File: config.mk
export PLATFORM = sky130hd
export DESIGN_NAME = logic_gate_pipe
export DESIGN_NICKNAME = d
export VERILOG_FILES = /design/src/rtl/logic_gate_pkg.sv /design/src/rtl/logic_gate_pipe_result_fifo2.sv /design/src/rtl/logic_gate_pipe.sv
export SDC_FILE = /design/constraint.sdc
export NUM_CORES = 1
export LEC_CHECK = 0
export CORE_ASPECT_RATIO = 0.7
export CORE_MARGIN = 1
export CORE_UTILIZATION = 40
export CTS_CLUSTER_DIAMETER = 50
export CTS_CLUSTER_SIZE = 30
export DETAILED_ROUTE_END_ITERATION = 8
export GPL_ROUTABILITY_DRIVEN = 0
export PLACE_DENSITY = 0.64
export RECOVER_POWER = 25
export REMOVE_ABC_BUFFERS = 1
export SETUP_SLACK_MARGIN = 0.02
export SYNTH_ARGS = -nofsm -noshare
export SYNTH_HDL_FRONTEND = slang
export SYNTH_SLANG_ARGS = --single-unit
File: constraint.sdc
create_clock -name clk -period 2.25 [get_ports clk]
set_input_delay 0.45 -clock clk [delete_from_list [all_inputs] [get_ports clk]]
set_output_delay 0.45 -clock clk [all_outputs]
set_load 0.02 [all_outputs]
File: src/rtl/logic_gate_pkg.sv
// Shared definitions for the bitwise gate pipeline: gate-select encoding and
// the layout of a buffered result entry.
package logic_gate_pkg;

    localparam int unsigned OP_W   = 3;
    localparam int unsigned FLAG_W = 2;

    typedef enum logic [OP_W-1:0] {
        OP_AND  = 3'd0,
        OP_OR   = 3'd1,
        OP_XOR  = 3'd2,
        OP_NAND = 3'd3,
        OP_NOR  = 3'd4,
        OP_XNOR = 3'd5,
        OP_NOTA = 3'd6,
        OP_PASS = 3'd7
    } gate_op_e;

endpackage

File: src/rtl/logic_gate_pipe_result_fifo2.sv
// Two-entry in-order synchronous FIFO with valid/ready on both sides.
// Entry 0 is always the head; outputs are registered and read zero when empty.
module result_fifo2 #(
    parameter int unsigned DW = 8
) (
    input  logic          clk,
    input  logic          rst,
    input  logic          in_valid,
    output logic          in_ready,
    input  logic [DW-1:0] in_data,
    output logic          out_valid,
    input  logic          out_ready,
    output logic [DW-1:0] out_data
);

    logic [1:0]    count_q, count_d;
    logic [DW-1:0] slot0_q, slot0_d;
    logic [DW-1:0] slot1_q, slot1_d;
    logic          push, pop;

    assign in_ready  = (count_q != 2'd2);
    assign out_valid = (count_q != 2'd0);
    assign out_data  = out_valid ? slot0_q : '0;

    always_comb begin
        count_d = count_q;
        slot0_d = slot0_q;
        slot1_d = slot1_q;
        push    = in_valid && (count_q != 2'd2);
        pop     = out_ready && (count_q != 2'd0);
        // Push and pop together can only happen with one entry held.
        unique case ({push, pop})
            2'b10: begin
                if (count_q == 2'd0) slot0_d = in_data;
                else                 slot1_d = in_data;
                count_d = count_q + 2'd1;
            end
            2'b01: begin
                slot0_d = slot1_q;
                count_d = count_q - 2'd1;
            end
            2'b11: slot0_d = in_data;
            default: ;
        endcase
    end

    always_ff @(posedge clk) begin
        if (rst) begin
            count_q <= 2'd0;
            slot0_q <= '0;
            slot1_q <= '0;
        end else begin
            count_q <= count_d;
            slot0_q <= slot0_d;
            slot1_q <= slot1_d;
        end
    end

endmodule

File: src/rtl/logic_gate_pipe.sv
// Bitwise gate evaluator with zero/ones flags, buffered through a 2-entry
// result FIFO, plus a wrapping count of completed output handshakes.
module logic_gate_pipe
    import logic_gate_pkg::*;
#(
    parameter int unsigned WIDTH = 8,
    parameter int unsigned CNT_W = 16
) (
    input  logic             clk,
    input  logic             rst,
    input  logic             in_valid,
    output logic             in_ready,
    input  logic [WIDTH-1:0] in_a,
    input  logic [WIDTH-1:0] in_b,
    input  logic [OP_W-1:0]  in_op,
    output logic             out_valid,
    input  logic             out_ready,
    output logic [WIDTH-1:0] out_y,
    output logic             out_zero,
    output logic             out_ones,
    output logic [CNT_W-1:0] txn_count
);

    localparam int unsigned DW = WIDTH + FLAG_W;

    gate_op_e         op;
    logic [WIDTH-1:0] y;
    logic             y_zero, y_ones;
    logic [DW-1:0]    fifo_out;
    logic [CNT_W-1:0] txn_count_q, txn_count_d;

    assign op = gate_op_e'(in_op);

    always_comb begin
        y = '0;
        unique case (op)
            OP_AND:  y = in_a & in_b;
            OP_OR:   y = in_a | in_b;
            OP_XOR:  y = in_a ^ in_b;
            OP_NAND: y = ~(in_a & in_b);
            OP_NOR:  y = ~(in_a | in_b);
            OP_XNOR: y = ~(in_a ^ in_b);
            OP_NOTA: y = ~in_a;
            OP_PASS: y = in_a;
            default: y = '0;
        endcase
        y_zero = (y == '0);
        y_ones = (y == '1);
    end

    result_fifo2 #(.DW(DW)) u_fifo (
        .clk       (clk),
        .rst       (rst),
        .in_valid  (in_valid),
        .in_ready  (in_ready),
        .in_data   ({y_zero, y_ones, y}),
        .out_valid (out_valid),
        .out_ready (out_ready),
        .out_data  (fifo_out)
    );

    // Empty FIFO reads all-zero, so both flags drop with out_valid.
    assign out_zero = fifo_out[DW-1];
    assign out_ones = fifo_out[DW-2];
    assign out_y    = fifo_out[WIDTH-1:0];

    always_comb begin
        txn_count_d = txn_count_q;
        if (out_valid && out_ready) txn_count_d = txn_count_q + CNT_W'(1);
    end

    always_ff @(posedge clk) begin
        if (rst) txn_count_q <= '0;
        else     txn_count_q <= txn_count_d;
    end

    assign txn_count = txn_count_q;

endmodule

==> flow_summary_export.csv, run 1 <==
group,metric,value,unit
run_status,status,"complete, no violations",
floorplan,die_h,70.87,um
logic_synthesis,yosysTopAreaCell,"dfxtp_1",
logic_synthesis,syn_inst,346,
worst_setup_path,cp.required,1800,ps
grt,grt_pass1_vias,2495,
pwr,p_int,1711,uW
routing,drt-total-wl,6487,um
logic_synthesis,synth_most_common_cell,"nor2_1",
logic_synthesis,synth_top_area_share,0.2807,
timing,fin_skew,5.550,ps
clocking,cts_tree,"built",
grt,grt_overflow_total,0,
min_path,min_path_cells,2,
pwr,switching_share,0.3788,
worst_setup_path,cp.arrival,1680,ps
logic_synthesis,synth_area_leaders,"dfxtp_1 28%, ha_1 8.8%, nor2_1 6.1%",
timing,slew_headroom,0.6940,
clocking,cts_root_buffer,"clkbuf_8",
clocking,cts_sinks,38,
layout,area_delta_synth_final,43.03,%
routing,viasPerCell,4.879,
grt,antenna_found_initial,0,
logic_synthesis,ys.flop_type,"dfxtp_1",
routing,wl_per_cell,12.22,um
layout,nFillCells,576,
layout,n_antenna_cell,0,
min_path,hold_path.startpoint,"u_fifo.slot0_q[1]$_SDFFE_PP0P_",
worst_setup_path,worst_path_dominant_cell_family,"buffers and inverters",
floorplan,die_area,7113,sq um
floorplan,core,6396,sq um
logic_synthesis,yosysWarnings,0,
timing,final.period_utilization,0.9480,
pwr,clockPowerShare,0.197,
pwr,combPwrFrac,0.481,
worst_setup_path,path_buf_inv,2,
timing,rsz0062_at_grt,"no",
timing,max_freq,468.8,MHz
clocking,cts_made_buffers,5,
layout,layout.cells.non_filler,531,
pwr,power,2755,uW
logic_synthesis,ys_ff_latch,38,
min_path,hold_path_class,"flip-flop to flip-flop",
floorplan,ios,51,
floorplan,initial_core_util,0.4237,
clocking,cts.reportedPaths.clkPinSlew,80,ps
logic_synthesis,ys_async_sr_fraction,0,
pwr,powerDensity,710.6,nW/um^2
worst_setup_path,r2r_end,"u_fifo.slot0_q[8]$_SDFFE_PP0P_",
logic_synthesis,ys_seq_area_frac,0.2807,
timing,slew_violations,0,
timing,finalHoldWorstSlack,447.8,ps
pwr,power_switching,1043,uW
placed_design,hpwl,4915,um
routing,postRouteAntennaNets,0,
layout,final_nets,481,
clocking,htree_num_levels,2,
grt,grt_start_max_net_pins,39,
floorplan,die_w,100.4,um
worst_setup_path,ff2ff_setup_slack,320,ps
worst_setup_path,reg2reg_depth,7,
min_path,hold-path-endpoint,"u_fifo.slot0_q[1]$_SDFFE_PP0P_",
logic_synthesis,synth.distinct_cells,50,
pwr,p_leak,0.001736,uW
layout,drive_gt1_frac,0.2523,
routing,drt_first_pass_iters,4,
floorplan,rows,24,
routing,vias,2591,
worst_setup_path,cpMaxStageDelayCell,"clkdlybuf4s50_1",
flow_run,maxCapViolCount,0,
worst_setup_path,r2r-start,"u_fifo.count_q[0]$_SDFFE_PP0P_",
logic_synthesis,avgSynthCellArea,7.833,sq um
logic_synthesis,netlist_area,2710,sq um
pwr,seqPwrFrac,0.323,
timing,post-route-min-period,2133,ps
grt,track_usage,0.1934,
logic_synthesis,synthTopCellsByCount,"44 x nor2_1, 38 x dfxtp_1, 35 x nand2_1",
placed_design,io_buffers,50,
worst_setup_path,worst_setup_path_start_kind,"flip-flop",
clocking,clock_path_buffers,2,
worst_setup_path,slowest_delay,610,ps
timing,setup_viol,0,
worst_setup_path,endpoint_kind,"output pin",
grt,grt_pass1_wl,11270,um
worst_setup_path,crit_fanout,13,
routing,drt_iter0_drc,60,
timing,tightest_slew,454.2,ps
clocking,clk_latency,280,ps
placed_design,dp.cells,520,
logic_synthesis,synth_edf_count,0,
routing,drc_errors,0,
worst_setup_path,path_cells,"nor2_1 -> buf_4 -> nor2b_1 -> clkdlybuf4s50_1",
timing,final_hold_viol_count,0,
pwr,vdd_drop_max,0.4279,mV
worst_setup_path,path_class,"flip-flop to output pin",
## worst max path at each step
stage / slack, ps / start / cells past startpoint / to
after floorplan: -380 / u_fifo.count_q[0]$_SDFFE_PP0P_ / 7 / u_fifo.slot0_q[8]$_SDFFE_PP0P_
after global placement: -470 / in_a[0] / 10 / u_fifo.slot0_q[8]$_SDFFE_PP0P_
after detailed placement: -560 / in_a[0] / 10 / u_fifo.slot0_q[8]$_SDFFE_PP0P_
after CTS: 20 / in_a[0] / 10 / u_fifo.slot0_q[8]$_SDFFE_PP0P_
after global routing: 20 / u_fifo.count_q[0]$_SDFFE_PP0P_ / 4 / out_y[2]
final: 120 / u_fifo.count_q[0]$_SDFFE_PP0P_ / 4 / out_y[2]
## placed cells by master (no fill, tap or decap), types with 14 or more instances in the layout
master           instances
dfxtp_1                 38
nand2_1                 33
nor2_1                  44
xor2_1                  18
clkdlybuf4s50_1         17
nand2b_1                15
a21oi_1                 17
inv_1                   15
dlygate4sd2_1           14
buf_4                   50
## power by group through the flow
stage / logic [uW] / clock network [uW] / registers [uW]
after detailed placement: 1290 / 0 / 904
final: 1320 / 542 / 888
after global placement: 1260 / 0 / 899
after global routing: 1470 / 591 / 909
after floorplan: 736 / 0 / 895
after CTS: 1330 / 553 / 889
## sequential cells by signal, summed over array words and instances, names as in the netlist
name / flops
txn_count: 16
u_fifo.count_q: 2
u_fifo.slot0_q: 10
u_fifo.slot1_q: 10
## repair_timing
action,4_1_cts,5_1_grt
setup buffers,3,0
pin swaps,21,11
gates resized for setup,59,14
endpoints found under the setup margin,4,14
hold buffers,0,0
## routing by layer
metal  track usage  part of all wire
met5             0                 0
met1        0.2781              0.52
met2        0.3029              0.44
met4       0.04187            0.0082
met3       0.03360             0.028
## layout make-up
class | instances | area [sq um] | share of cell area
Multi-Input combinational cell | 263 | 1891 | 0.4877
Timing Repair Buffer | 105 | 903.4 | 0.2331
Inverter | 26 | 97.59 | 0.02518
Clock buffer | 8 | 110.1 | 0.02841
Sequential cell | 38 | 760.7 | 0.1963
Tap cell | 91 | 113.9 | 0.02937
## through the flow
step	cell area (sq um)	TNS [ps]	utilization	setup slack, ps
2_1_floorplan	2584	-865.5	-	-381.4
3_3_place_gp	3583	-2675	0.5603	-468.7
3_5_place_dp	3583	-3531	0.5603	-555.2
4_1_cts	3846	0	0.6013	16.21
5_1_grt	3876	0	0.6060	24.09
6_report	3876	0	0.6060	117.1
## logic make-up (layout without fill, tap and decap cells)
family | after synthesis | count (layout) | synth area share
adder cells (fa/ha/maj) | 19 | 19 | 0.08772
flip-flops | 38 | 38 | 0.2807
XOR/XNOR | 25 | 25 | 0.08079
buffers and inverters | 45 | 139 | 0.08264
AO/OA/AOI/OAI | 68 | 68 | 0.1718
AND/OR/NAND/NOR | 143 | 143 | 0.2613
multiplexers | 8 | 8 | 0.03509
## worst reg2reg max path, stage by stage (launching register included)
cell,delay (ps)
dfxtp_1,350
nor2_1,160
inv_1,100
nand2_1,160
inv_1,90
ha_1,270
or4_4,560
a211oi_2,180
(Power assumes the default switching activity.)
==> inputs of run 2 (changes only) <==
--- a/config.mk
+++ b/config.mk
@@ -16,6 +16,7 @@
 export RECOVER_POWER = 25
 export REMOVE_ABC_BUFFERS = 1
 export SETUP_SLACK_MARGIN = 0.02
+export SLEW_MARGIN = 10
 export SYNTH_ARGS = -nofsm -noshare
 export SYNTH_HDL_FRONTEND = slang
 export SYNTH_SLANG_ARGS = --single-unit
==> results of run 2 <==
No change in the layout: final DEF, timing and power equal those of run 1.
==> inputs of run 3 (changes only) <==
--- a/config.mk
+++ b/config.mk
@@ -5,6 +5,7 @@
 export SDC_FILE = /design/constraint.sdc
 export NUM_CORES = 1
 export LEC_CHECK = 0
+export ABC_AREA = 1
 export CORE_ASPECT_RATIO = 0.7
 export CORE_MARGIN = 1
 export CORE_UTILIZATION = 40
@@ -15,7 +16,6 @@
 export PLACE_DENSITY = 0.64
 export RECOVER_POWER = 25
 export REMOVE_ABC_BUFFERS = 1
-export SETUP_SLACK_MARGIN = 0.02
 export SLEW_MARGIN = 10
 export SYNTH_ARGS = -nofsm -noshare
 export SYNTH_HDL_FRONTEND = slang
==> run 3 against run 2 <==
- the flow now finishes with violations (design-rule violations)
- sequential cell count unchanged
- fmax up 4.4%
- critical path depth fell by 1
- hold slack better by 27 ps
- count of clock-buffer cells in the layout decreased by 2
- register-to-register slack worse by 80 ps
- synthesized area is 3.1% higher
- sequential power is 4.2% lower
- critical path type unchanged
- largest cell class unchanged
- highest routed layer unchanged
==> flow_summary_export.csv, run 3 <==
group,metric,value,unit
min_path,hold_path.startpoint,"txn_count[15]$_SDFFE_PP0P_",
flow_run,maxCapViolCount,0,
layout,n_antenna_cell,0,
clocking,cts_tree,"built",
floorplan,die_h,71.93,um
clocking,cts_sinks,38,
placed_design,io_buffers,50,
grt,antenna_found_initial,0,
worst_setup_path,r2r_end,"u_fifo.count_q[1]$_SDFFE_PP0P_",
grt,track_usage,0.2039,
logic_synthesis,ys.flop_type,"dfxtp_1",
worst_setup_path,ff2ff_setup_slack,240,ps
pwr,p_int,1432,uW
pwr,switching_share,0.3839,
floorplan,core,6756,sq um
logic_synthesis,synth_top_area_share,0.2723,
worst_setup_path,slowest_delay,540,ps
clocking,cts.reportedPaths.clkPinSlew,80,ps
routing,drt-total-wl,7193,um
floorplan,rows,25,
layout,layout_common_cells,"105 x nand2_1, 67 x inv_1, 44 x clkdlybuf4s50_1",
grt,grt_overflow_total,0,
min_path,hold-path-endpoint,"txn_count[15]$_SDFFE_PP0P_",
placed_design,preCtsSetupSlack,-184.9,ps
worst_setup_path,r2r-start,"u_fifo.count_q[0]$_SDFFE_PP0P_",
run_status,status,"finished with violations",
grt,grt_pass1_wl,12030,um
timing,slew_violations,0,
clocking,cts_resized,1,
timing,final_hold_viol_count,0,
floorplan,die_area,7328,sq um
grt,grt_pass1_vias,2627,
placed_design,hpwl,5548,um
routing,drc_errors,2,
pwr,combPwrFrac,0.417,
timing,post-route-min-period,2043,ps
worst_setup_path,cp.arrival,1590,ps
timing,setup_viol,0,
worst_setup_path,worst_setup_path_start_kind,"flip-flop",
layout,stdcell_area,3775,sq um
logic_synthesis,synth_area_leaders,"dfxtp_1 27%, nand2_1 14%, inv_1 9.1%",
logic_synthesis,yosysWarnings,0,
routing,vias,3042,
timing,fin_skew,4.586,ps
timing,tightest_slew,576.3,ps
pwr,seqPwrFrac,0.366,
logic_synthesis,ys_async_sr_fraction,0,
logic_synthesis,ys_ff_latch,38,
grt,grt_util_met2,0.2995,
grt,grt_busiest_layer,"met1",
floorplan,initial_core_util,0.4135,
floorplan,ios,51,
pwr,vdd_drop_max,0.5653,mV
logic_synthesis,avgSynthCellArea,6.350,sq um
logic_synthesis,syn_inst,440,
layout,final_nets,562,
clocking,clock_path_buffers,2,
logic_synthesis,synth_edf_count,0,
layout,layout.cells.non_filler,615,
worst_setup_path,cpMaxStageDelayCell,"clkdlybuf4s50_1",
routing,viasPerCell,4.946,
worst_setup_path,path_buf_inv,1,
worst_setup_path,endpoint_kind,"output pin",
min_path,min_path_cells,2,
timing,max_freq,489.4,MHz
logic_synthesis,synth_most_common_cell,"nand2_1",
floorplan,die_w,101.9,um
logic_synthesis,synthTopCellsByCount,"104 x nand2_1, 68 x inv_1, 42 x nor2_1",
routing,drt_iter0_drc,201,
clocking,cts_made_buffers,5,
worst_setup_path,path_cells,"nor2_4 -> nor2_1 -> clkdlybuf4s50_1",
logic_synthesis,yosysTopAreaCell,"dfxtp_1",
logic_synthesis,synth.distinct_cells,33,
worst_setup_path,reg2reg_depth,9,
layout,drive_gt1_frac,0.1286,
timing,rsz0062_at_grt,"no",
worst_setup_path,crit_fanout,11,
min_path,hold_path_class,"flip-flop to flip-flop",
timing,final.period_utilization,0.9082,
grt,grt_start_max_net_pins,21,
logic_synthesis,netlist_area,2794,sq um
routing,wl_per_cell,11.70,um
clocking,cts_hold_buf,0,
timing,setup_ws,206.6,ps
routing,drt_first_pass_iters,8,
placed_design,dp.cells,607,
timing,slew_headroom,0.6158,
pwr,p_leak,0.001785,uW
clocking,htree_num_levels,2,
clocking,cts_root_buffer,"clkbuf_8",
pwr,powerDensity,616.0,nW/um^2
grt,grtUsageMet1,0.3158,
placed_design,placed_area,3665,sq um
worst_setup_path,cp.required,1800,ps
clocking,clk_latency,290,ps
logic_synthesis,ys_seq_area_frac,0.2723,
layout,layout_commonest_cell,"nand2_1",
layout,largest_reg_flops,16,
worst_setup_path,worst_path_dominant_cell_family,"buffers and inverters",
worst_setup_path,path_class,"flip-flop to output pin",
grt,gr-usage-met3,0.03276,
clocking,post-cts-setup-buffers,0,
timing,finalHoldWorstSlack,475.2,ps
pwr,clockPowerShare,0.217,
routing,postRouteAntennaNets,0,
run_status,violations,"design-rule violations",
pwr,power_switching,892.7,uW
layout,area_delta_synth_final,35.11,%
layout,final_util,0.5587,
run 3: cell count changes after synthesis, moves of 6 or more:
| cell | change |
|---|---|
| nand2_1 | +69 |
| xnor2_1 | -7 |
| o21ai_0 | +20 |
| nand3_1 | +10 |
| nand3b_1 | +6 |
| nand4_1 | +16 |
| inv_1 | +44 |
| xor2_1 | -16 |
| nor2b_1 | -12 |
| a21oi_1 | +17 |
| nand2b_1 | -15 |
run 3: final cells by class:
type | count | area [sq um]
fill | 660 | 2982
tap | 94 | 117.6
inverter | 75 | 286.5
timing repair buffer | 91 | 850.8
multi-input combinational | 309 | 1664
clock inverter | 2 | 12.51
clock buffer | 6 | 82.58
sequential | 38 | 760.7
run 3: worst min-delay path, delay by kind of cell (launching register included):
family / cells / cell delay (ps)
AO/OA/AOI/OAI: 1 / 60
buffers and inverters: 1 / 60
flip-flops: 1 / 310
run 3: power by group through the flow:
stage | clock [uW] | combinational (uW) | sequential (uW)
global placement | 0 | 953 | 856
global route | 541 | 1090 | 866
floorplan | 0 | 557 | 858
detailed placement | 0 | 958 | 859
CTS | 508 | 970 | 847
finish | 505 | 969 | 851
run 3: layer usage:
| layer | wire [um] | part of all wire | vias to the layer above |
|---|---|---|---|
| met2 | 2964 | 0.41 | 96 |
| met3 | 429 | 0.060 | 4 |
| met1 | 3770 | 0.52 | 1371 |
| met5 | 0 | 0 | - |
| met4 | 29 | 0.0040 | 0 |
| li1 | - | - | 1571 |
run 3: how the worst max path moves through the flow:
stage	endpoint	depth (start not counted)	startpoint	slack [ps]
floorplan	u_fifo.slot0_q[1]$_SDFFE_PP0P_	7	u_fifo.count_q[0]$_SDFFE_PP0P_	370
global placement	u_fifo.slot0_q[9]$_SDFFE_PP0P_	14	in_op[1]	-170
detailed placement	u_fifo.slot0_q[9]$_SDFFE_PP0P_	14	in_op[1]	-180
CTS	out_y[7]	3	u_fifo.count_q[0]$_SDFFE_PP0P_	20
global route	u_fifo.slot0_q[9]$_SDFFE_PP0P_	14	in_op[2]	20
finish	out_y[7]	3	u_fifo.count_q[0]$_SDFFE_PP0P_	210
run 3: cells by family (layout without fill, tap and decap cells):
group / count (synthesis) / count (layout) / share of synthesized area
adders and majority gates: 19 / 19 / 0.08509
DFF: 38 / 38 / 0.2723
xor gates and xnor gates: 2 / 2 / 0.006271
and+or+nand+nor: 210 / 210 / 0.3507
AOI/OAI and AO/OA: 78 / 78 / 0.1500
buffers and inverters: 93 / 174 / 0.1357
run 3: metrics by stage:
| stage | total power, uW | TNS, ps |
|---|---|---|
| 2_1_floorplan | 1416 | 0 |
| 3_3_place_gp | 1809 | -414.3 |
| 3_5_place_dp | 1817 | -664.4 |
| 4_1_cts | 2325 | 0 |
| 5_1_grt | 2493 | 0 |
| 6_report | 2325 | 0 |
